## src/rtl/edge_generator_pkg.sv

```systemverilog
// ============================================================================
//  Module      : edge_generator_pkg
//  Description : Shared state encoding and default widths for edge_generator.
//  Revision    : 1.0 - initial release
// ============================================================================
`default_nettype none

package edge_generator_pkg;

  // Default width of the length and count fields
  localparam int CNT_W_DEFAULT = 8;

  // Generator states, 2-bit encoding
  typedef enum logic [1:0] {
    IDLE = 2'd0,
    HIGH = 2'd1,
    LOW  = 2'd2
  } state_e;

endpackage

`default_nettype wire

```

## src/rtl/edge_generator_counter.sv

```systemverilog
// ============================================================================
//  Module      : load_down_counter
//  Description : Loadable down counter; expire flags the final counted cycle
//                (count == 1 while enabled). Never wraps below zero.
//  Revision    : 1.0 - initial release
// ============================================================================
`default_nettype none

module load_down_counter
  import edge_generator_pkg::*;
#(
  parameter int W = CNT_W_DEFAULT
) (
  input  logic         clk,
  input  logic         rst,
  input  logic         load,
  input  logic [W-1:0] load_val,
  input  logic         en,
  output logic [W-1:0] count,
  output logic         expire
);

  logic [W-1:0] count_q;
  logic [W-1:0] count_d;

  // Next count: load wins over decrement; saturate at zero
  always_comb begin
    count_d = count_q;
    if (load) begin
      count_d = load_val;
    end else if (en && (count_q != '0)) begin
      count_d = count_q - W'(1);
    end
  end

  // Count register
  always_ff @(posedge clk) begin
    if (rst) begin
      count_q <= '0;
    end else begin
      count_q <= count_d;
    end
  end

  assign count  = count_q;
  assign expire = en && (count_q == W'(1));

endmodule

`default_nettype wire

```

## src/rtl/edge_generator.sv

```systemverilog
// ============================================================================
//  Module      : edge_generator
//  Description : Programmable pulse-burst generator. Accepts a command over
//                valid/ready and drives N pulses of H high / L low cycles with
//                registered rise/fall strobes and a completion strobe.
//  Revision    : 1.0 - initial release
// ============================================================================
`default_nettype none

module edge_generator
  import edge_generator_pkg::*;
#(
  parameter int CNT_W = CNT_W_DEFAULT
) (
  input  logic             clk,
  input  logic             rst,
  input  logic             req_valid,
  output logic             req_ready,
  input  logic [CNT_W-1:0] req_high_len,
  input  logic [CNT_W-1:0] req_low_len,
  input  logic [CNT_W-1:0] req_count,
  input  logic             abort,
  output logic             out,
  output logic             r_edge,
  output logic             f_edge,
  output logic             busy,
  output logic             done
);

  state_e           state_q, state_d;
  logic [CNT_W-1:0] h_q, h_d;
  logic [CNT_W-1:0] l_q, l_d;
  logic             out_q, out_d;
  logic             r_edge_q, r_edge_d;
  logic             f_edge_q, f_edge_d;
  logic             done_q, done_d;

  logic             phase_load;
  logic [CNT_W-1:0] phase_load_val;
  logic             phase_en;
  logic             phase_exp;
  logic [CNT_W-1:0] phase_cnt;
  logic             pulse_load;
  logic             pulse_en;
  logic             pulse_exp;
  logic [CNT_W-1:0] pulse_cnt;
  logic [CNT_W-1:0] h_eff;
  logic [CNT_W-1:0] l_eff;

  // Zero-length phases are stretched to one cycle
  assign h_eff = (req_high_len == '0) ? CNT_W'(1) : req_high_len;
  assign l_eff = (req_low_len  == '0) ? CNT_W'(1) : req_low_len;

  // Cycles remaining in the current high/low phase
  load_down_counter #(.W(CNT_W)) u_phase_cnt (
    .clk      (clk),
    .rst      (rst),
    .load     (phase_load),
    .load_val (phase_load_val),
    .en       (phase_en),
    .count    (phase_cnt),
    .expire   (phase_exp)
  );

  // Pulses remaining in the burst, stepped at the end of each low phase
  load_down_counter #(.W(CNT_W)) u_pulse_cnt (
    .clk      (clk),
    .rst      (rst),
    .load     (pulse_load),
    .load_val (req_count),
    .en       (pulse_en),
    .count    (pulse_cnt),
    .expire   (pulse_exp)
  );

  // Sequencing only looks at expiry; raw counts are not needed here
  logic unused_counts;
  assign unused_counts = ^{phase_cnt, pulse_cnt};

  // Next-state and registered-output logic; abort outranks phase expiry
  always_comb begin
    state_d        = state_q;
    h_d            = h_q;
    l_d            = l_q;
    out_d          = out_q;
    r_edge_d       = 1'b0;
    f_edge_d       = 1'b0;
    done_d         = 1'b0;
    phase_load     = 1'b0;
    phase_load_val = h_q;
    phase_en       = 1'b0;
    pulse_load     = 1'b0;
    pulse_en       = 1'b0;

    unique case (state_q)
      IDLE: begin
        if (req_valid) begin
          h_d = h_eff;
          l_d = l_eff;
          if (req_count == '0) begin
            done_d = 1'b1;
          end else begin
            state_d        = HIGH;
            out_d          = 1'b1;
            r_edge_d       = 1'b1;
            phase_load     = 1'b1;
            phase_load_val = h_eff;
            pulse_load     = 1'b1;
          end
        end
      end

      HIGH: begin
        if (abort) begin
          state_d  = IDLE;
          out_d    = 1'b0;
          f_edge_d = out_q;
          done_d   = 1'b1;
        end else begin
          phase_en = 1'b1;
          if (phase_exp) begin
            state_d        = LOW;
            out_d          = 1'b0;
            f_edge_d       = 1'b1;
            phase_load     = 1'b1;
            phase_load_val = l_q;
          end
        end
      end

      LOW: begin
        if (abort) begin
          state_d  = IDLE;
          out_d    = 1'b0;
          f_edge_d = out_q;
          done_d   = 1'b1;
        end else begin
          phase_en = 1'b1;
          pulse_en = phase_exp;
          if (phase_exp) begin
            if (pulse_exp) begin
              state_d = IDLE;
              done_d  = 1'b1;
            end else begin
              state_d        = HIGH;
              out_d          = 1'b1;
              r_edge_d       = 1'b1;
              phase_load     = 1'b1;
              phase_load_val = h_q;
            end
          end
        end
      end

      default: begin
        state_d = IDLE;
        out_d   = 1'b0;
      end
    endcase
  end

  // State, latched lengths and output registers
  always_ff @(posedge clk) begin
    if (rst) begin
      state_q  <= IDLE;
      h_q      <= '0;
      l_q      <= '0;
      out_q    <= 1'b0;
      r_edge_q <= 1'b0;
      f_edge_q <= 1'b0;
      done_q   <= 1'b0;
    end else begin
      state_q  <= state_d;
      h_q      <= h_d;
      l_q      <= l_d;
      out_q    <= out_d;
      r_edge_q <= r_edge_d;
      f_edge_q <= f_edge_d;
      done_q   <= done_d;
    end
  end

  assign out       = out_q;
  assign r_edge    = r_edge_q;
  assign f_edge    = f_edge_q;
  assign done      = done_q;
  assign busy      = (state_q != IDLE);
  assign req_ready = (state_q == IDLE);

endmodule

`default_nettype wire

```

## config.mk

```make
export PLATFORM = sky130hd
export DESIGN_NAME = edge_generator
export DESIGN_NICKNAME = d
export VERILOG_FILES = /design/src/rtl/edge_generator_pkg.sv /design/src/rtl/edge_generator_counter.sv /design/src/rtl/edge_generator.sv
export SDC_FILE = /design/constraint.sdc
export NUM_CORES = 1
export LEC_CHECK = 0
export CAP_MARGIN = 20
export CORE_MARGIN = 2
export CORE_UTILIZATION = 54
export DETAILED_ROUTE_END_ITERATION = 12
export MAX_ROUTING_LAYER = met4
export PLACE_DENSITY = 0.79
export SLEW_MARGIN = 20
export SYNTH_ARGS = -nofsm -noshare
export SYNTH_HDL_FRONTEND = slang
export SYNTH_SLANG_ARGS = --single-unit
```

## constraint.sdc

```tcl
create_clock -name clk -period 2.5 [get_ports clk]
set_clock_uncertainty 0.1 [all_clocks]
set_input_delay 0.375 -clock clk [delete_from_list [all_inputs] [get_ports clk]]
set_output_delay 0.375 -clock clk [all_outputs]
set_load 0.01 [all_outputs]
```

==> impl_metrics.py <==
metrics = {
    "clock_tree": {
        "clk_pin_slew_ns": 0.08,
        "cts_root_buffer": "clkbuf_8",
        "cts_tree": "done",
        "cts.sinks": 38,
        "insertion_delay_ns": 0.30,
        "cts_buffers": 5,
        "cts_max_level": 2,
        "clockBufferDepth": 2,
    },
    "timing": {
        "max_freq_mhz": 416,
        "finalCritPeriodShare_pct": 96.3,
        "fin_hold_ws_ns": 0.371,
        "max-slew-margin-rel_pct": 58.7,
        "worst_pin_slew_ns": 0.619,
        "tns_ns": 0,
        "setup_viol": 0,
        "fin_crit_ns": 2.41,
        "maxSlewViolCount": 0,
        "hold_viol_final": 0,
    },
    "grt": {
        "grt_use_total_pct": 26.0,
        "grt_pass1_vias": 2145,
        "antenna_found_initial": 0,
        "grt_max_degree": 23,
        "grt_pass1_wl_um": 9980,
        "grt_overflow_total": 0,
    },
    "yosys": {
        "postSynthAreaPerCell_sq_um": 8.35,
        "syn_inst": 278,
        "netlist_area_sq_um": 2320,
        "synth_edf_count": 0,
        "postSynthNetCount": 316,
        "ys_types": 50,
        "ys.flop_type": "dfxtp_1",
        "yosys_warnings": 0,
        "seq_area_frac_synth_pct": 32.8,
        "async_reset_ff_share_pct": 0,
        "ys_seq_elements": 38,
    },
    "drt": {
        "ant_nets": 0,
        "maxUsedRoutingLayer": "met4",
        "routed-wl-met3_um": 343,
        "drc": 0,
        "vias": 2259,
        "routed_wl_um": 5990,
        "wl_per_cell_um": 16.1,
        "met2_length_um": 2910,
        "wl_met1_um": 2630,
        "first_pass_iters": 6,
        "routed_via_density": 6.06,
        "first_iter_violations": 164,
    },
    "layout": {
        "layout-drive-gt1-share_pct": 16.1,
        "layout_commonest_cell": "nand2_1",
        "fin_area_sq_um": 2980,
        "fin_nets": 360,
        "area_growth_pct": 28.3,
        "diodes": 0,
        "final_cell_mix": "nand2_1, dfxtp_1, clkdlybuf4s50_1",
        "finalNonFillerCells": 373,
    },
    "die": {
        "boundaryPins": 34,
        "initial_core_util_pct": 57.2,
        "core-area_sq_um": 4060,
        "row_count": 23,
        "fp.dieH_um": 69.6,
        "die_area_sq_um": 4840,
        "die_x_um": 69.6,
    },
    "power": {
        "clkPwrFrac_pct": 29.0,
        "p_sw_w": 0.000723,
        "total_power_w": 0.00217,
        "p_comb_share_pct": 35.0,
        "intPower_w": 0.00145,
        "powerDensity_nw_per_um2": 730,
        "p_leak_nw": 1.10,
        "ir_worst_vdd_v": 0.000338,
        "p_seq_share_pct": 36.0,
        "switching_share_pct": 33.3,
    },
    "worst_hold_path": {
        "hold_class": "reg -> reg",
    },
    "setup_path": {
        "cp_num_buf_inv": 2,
        "crit_slowest_cell": "a222oi_1",
        "critPathArrivalTime_ns": 2.47,
        "crit_path_end_kind": "flop",
        "path_class": "reg -> reg",
        "start_kind": "flop",
        "crit_chain": "inv_1, ha_1, nor2b_4, and3_4, buf_12, mux2_1, a222oi_1, a21oi_1",
        "slowest_delay_ns": 0.42,
        "required_ns": 2.57,
        "critPathMaxFanout": 11,
        "cp_top_family": "compound AO/OA/AOI/OAI gates",
    },
    "placement": {
        "place_inst": 363,
        "placed_area_sq_um": 2780,
        "port-buffer-count": 33,
        "hpwl_um": 4250,
        "gp_congestion": 0.972,
    },
    "status": {
        "status": "complete, no violations",
    },
    "run": {
        "cap_violations": 0,
    },
}
## path summary, 6_finish.rpt
kind,startpoint,endpoint,slack [ns],cells past startpoint
setup / recovery,state_q[0]$_SDFFE_PP0P_,u_phase_cnt.count[6]$_SDFFE_PP0P_,0.09,8
hold / removal,l_q[6]$_SDFFE_PP0P_,l_q[6]$_SDFFE_PP0P_,0.37,2
setup reg to reg,state_q[0]$_SDFFE_PP0P_,u_phase_cnt.count[6]$_SDFFE_PP0P_,0.09,8
hold reg to reg,l_q[6]$_SDFFE_PP0P_,l_q[6]$_SDFFE_PP0P_,0.37,2
## cell type report
cell class	instances	area, sq um
Multi-Input combinational cell	211	1450
Fill cell	332	1080
Sequential cell	38	768
Timing Repair Buffer	52	503
Clock buffer	5	68.8
Clock inverter	3	68.8
Tap cell	50	62.6
Inverter	14	52.6
## flip-flops by register name, indices dropped and copies added (netlist names)
| register | cells |
|---|---|
| done | 1 |
| h_q | 8 |
| r_edge | 1 |
| f_edge | 1 |
| l_q | 8 |
| out | 1 |
| u_pulse_cnt.count | 8 |
| state_q | 2 |
| u_phase_cnt.count | 8 |
## metal layers
layer / up-vias / track usage [%]
li1: 1126 / -
met1: 1050 / 33.7
met2: 72 / 40.6
met3: 11 / 4.94
met4: 0 / 9.59
met5: - / -
## tightest hold or removal path, delay by kind of cell, from the launching register on
kind / cells / cell delay, ns
flip-flops: 1 / 0.32
AO/OA/AOI/OAI: 1 / 0.06
AND/OR/NAND/NOR: 1 / 0.05
## kinds of logic after synthesis
logic type      after synthesis  share of synthesized area (%)
compound gates               76                           23.6
xor+xnor                     10                           3.77
fa+ha+maj                    10                           5.39
buf+inv                      29                           5.50
flops                        38                           32.8
mux                           7                           3.34
simple gates                108                           25.6
## power groups by stage
| stage | Combinational, W | Sequential [W] | Clock [W] |
|---|---|---|---|
| after floorplan | 0.000489 | 0.000764 | 0 |
| after global placement | 0.000715 | 0.000781 | 0 |
| after CTS | 0.000736 | 0.000772 | 0.000642 |
| after global routing | 0.000837 | 0.000791 | 0.000670 |
| after detailed placement | 0.000730 | 0.000786 | 0 |
| final | 0.000761 | 0.000782 | 0.000631 |
## Yosys cell counts (3+ instances only)
library cell | count | area (sq um)
clkbuf_1 | 10 | 37.5
nand2b_1 | 4 | 25.0
nor2_1 | 14 | 52.6
a31oi_1 | 3 | 18.8
mux2_1 | 3 | 33.8
xor2_1 | 4 | 35.0
a21oi_1 | 31 | 155
dfxtp_1 | 38 | 761
nand3b_1 | 3 | 22.5
a222oi_1 | 5 | 50.1
a31o_2 | 5 | 43.8
o21ai_0 | 3 | 15.0
or4_1 | 5 | 37.5
a211oi_1 | 12 | 90.1
nand4_1 | 9 | 56.3
nor3_1 | 8 | 40.0
o211ai_1 | 3 | 22.5
xnor2_1 | 6 | 52.6
nor4b_2 | 3 | 45.0
nor4_1 | 4 | 25.0
nand2_1 | 35 | 131
and3_1 | 5 | 31.3
ha_1 | 10 | 125
inv_1 | 14 | 52.6
mux2_2 | 3 | 33.8
nand3_1 | 5 | 25.0
buf_2 | 3 | 15.0
nor3b_1 | 3 | 22.5
## metrics by stage
step	worst slack, ns	util (%)
2_1_floorplan	0.311	-
3_5_place_dp	0.00590	68.5
5_1_grt	-0.0347	73.4
4_1_cts	0.00692	71.9
3_3_place_gp	0.0389	68.5
6_report	0.0934	73.4
## timing repair
item,in CTS,in global routing
hold buffers,0,0
gates resized for setup,0,10
setup buffers,0,1
endpoints found under the setup margin,0,9
Power figures use the tool's default switching activity.
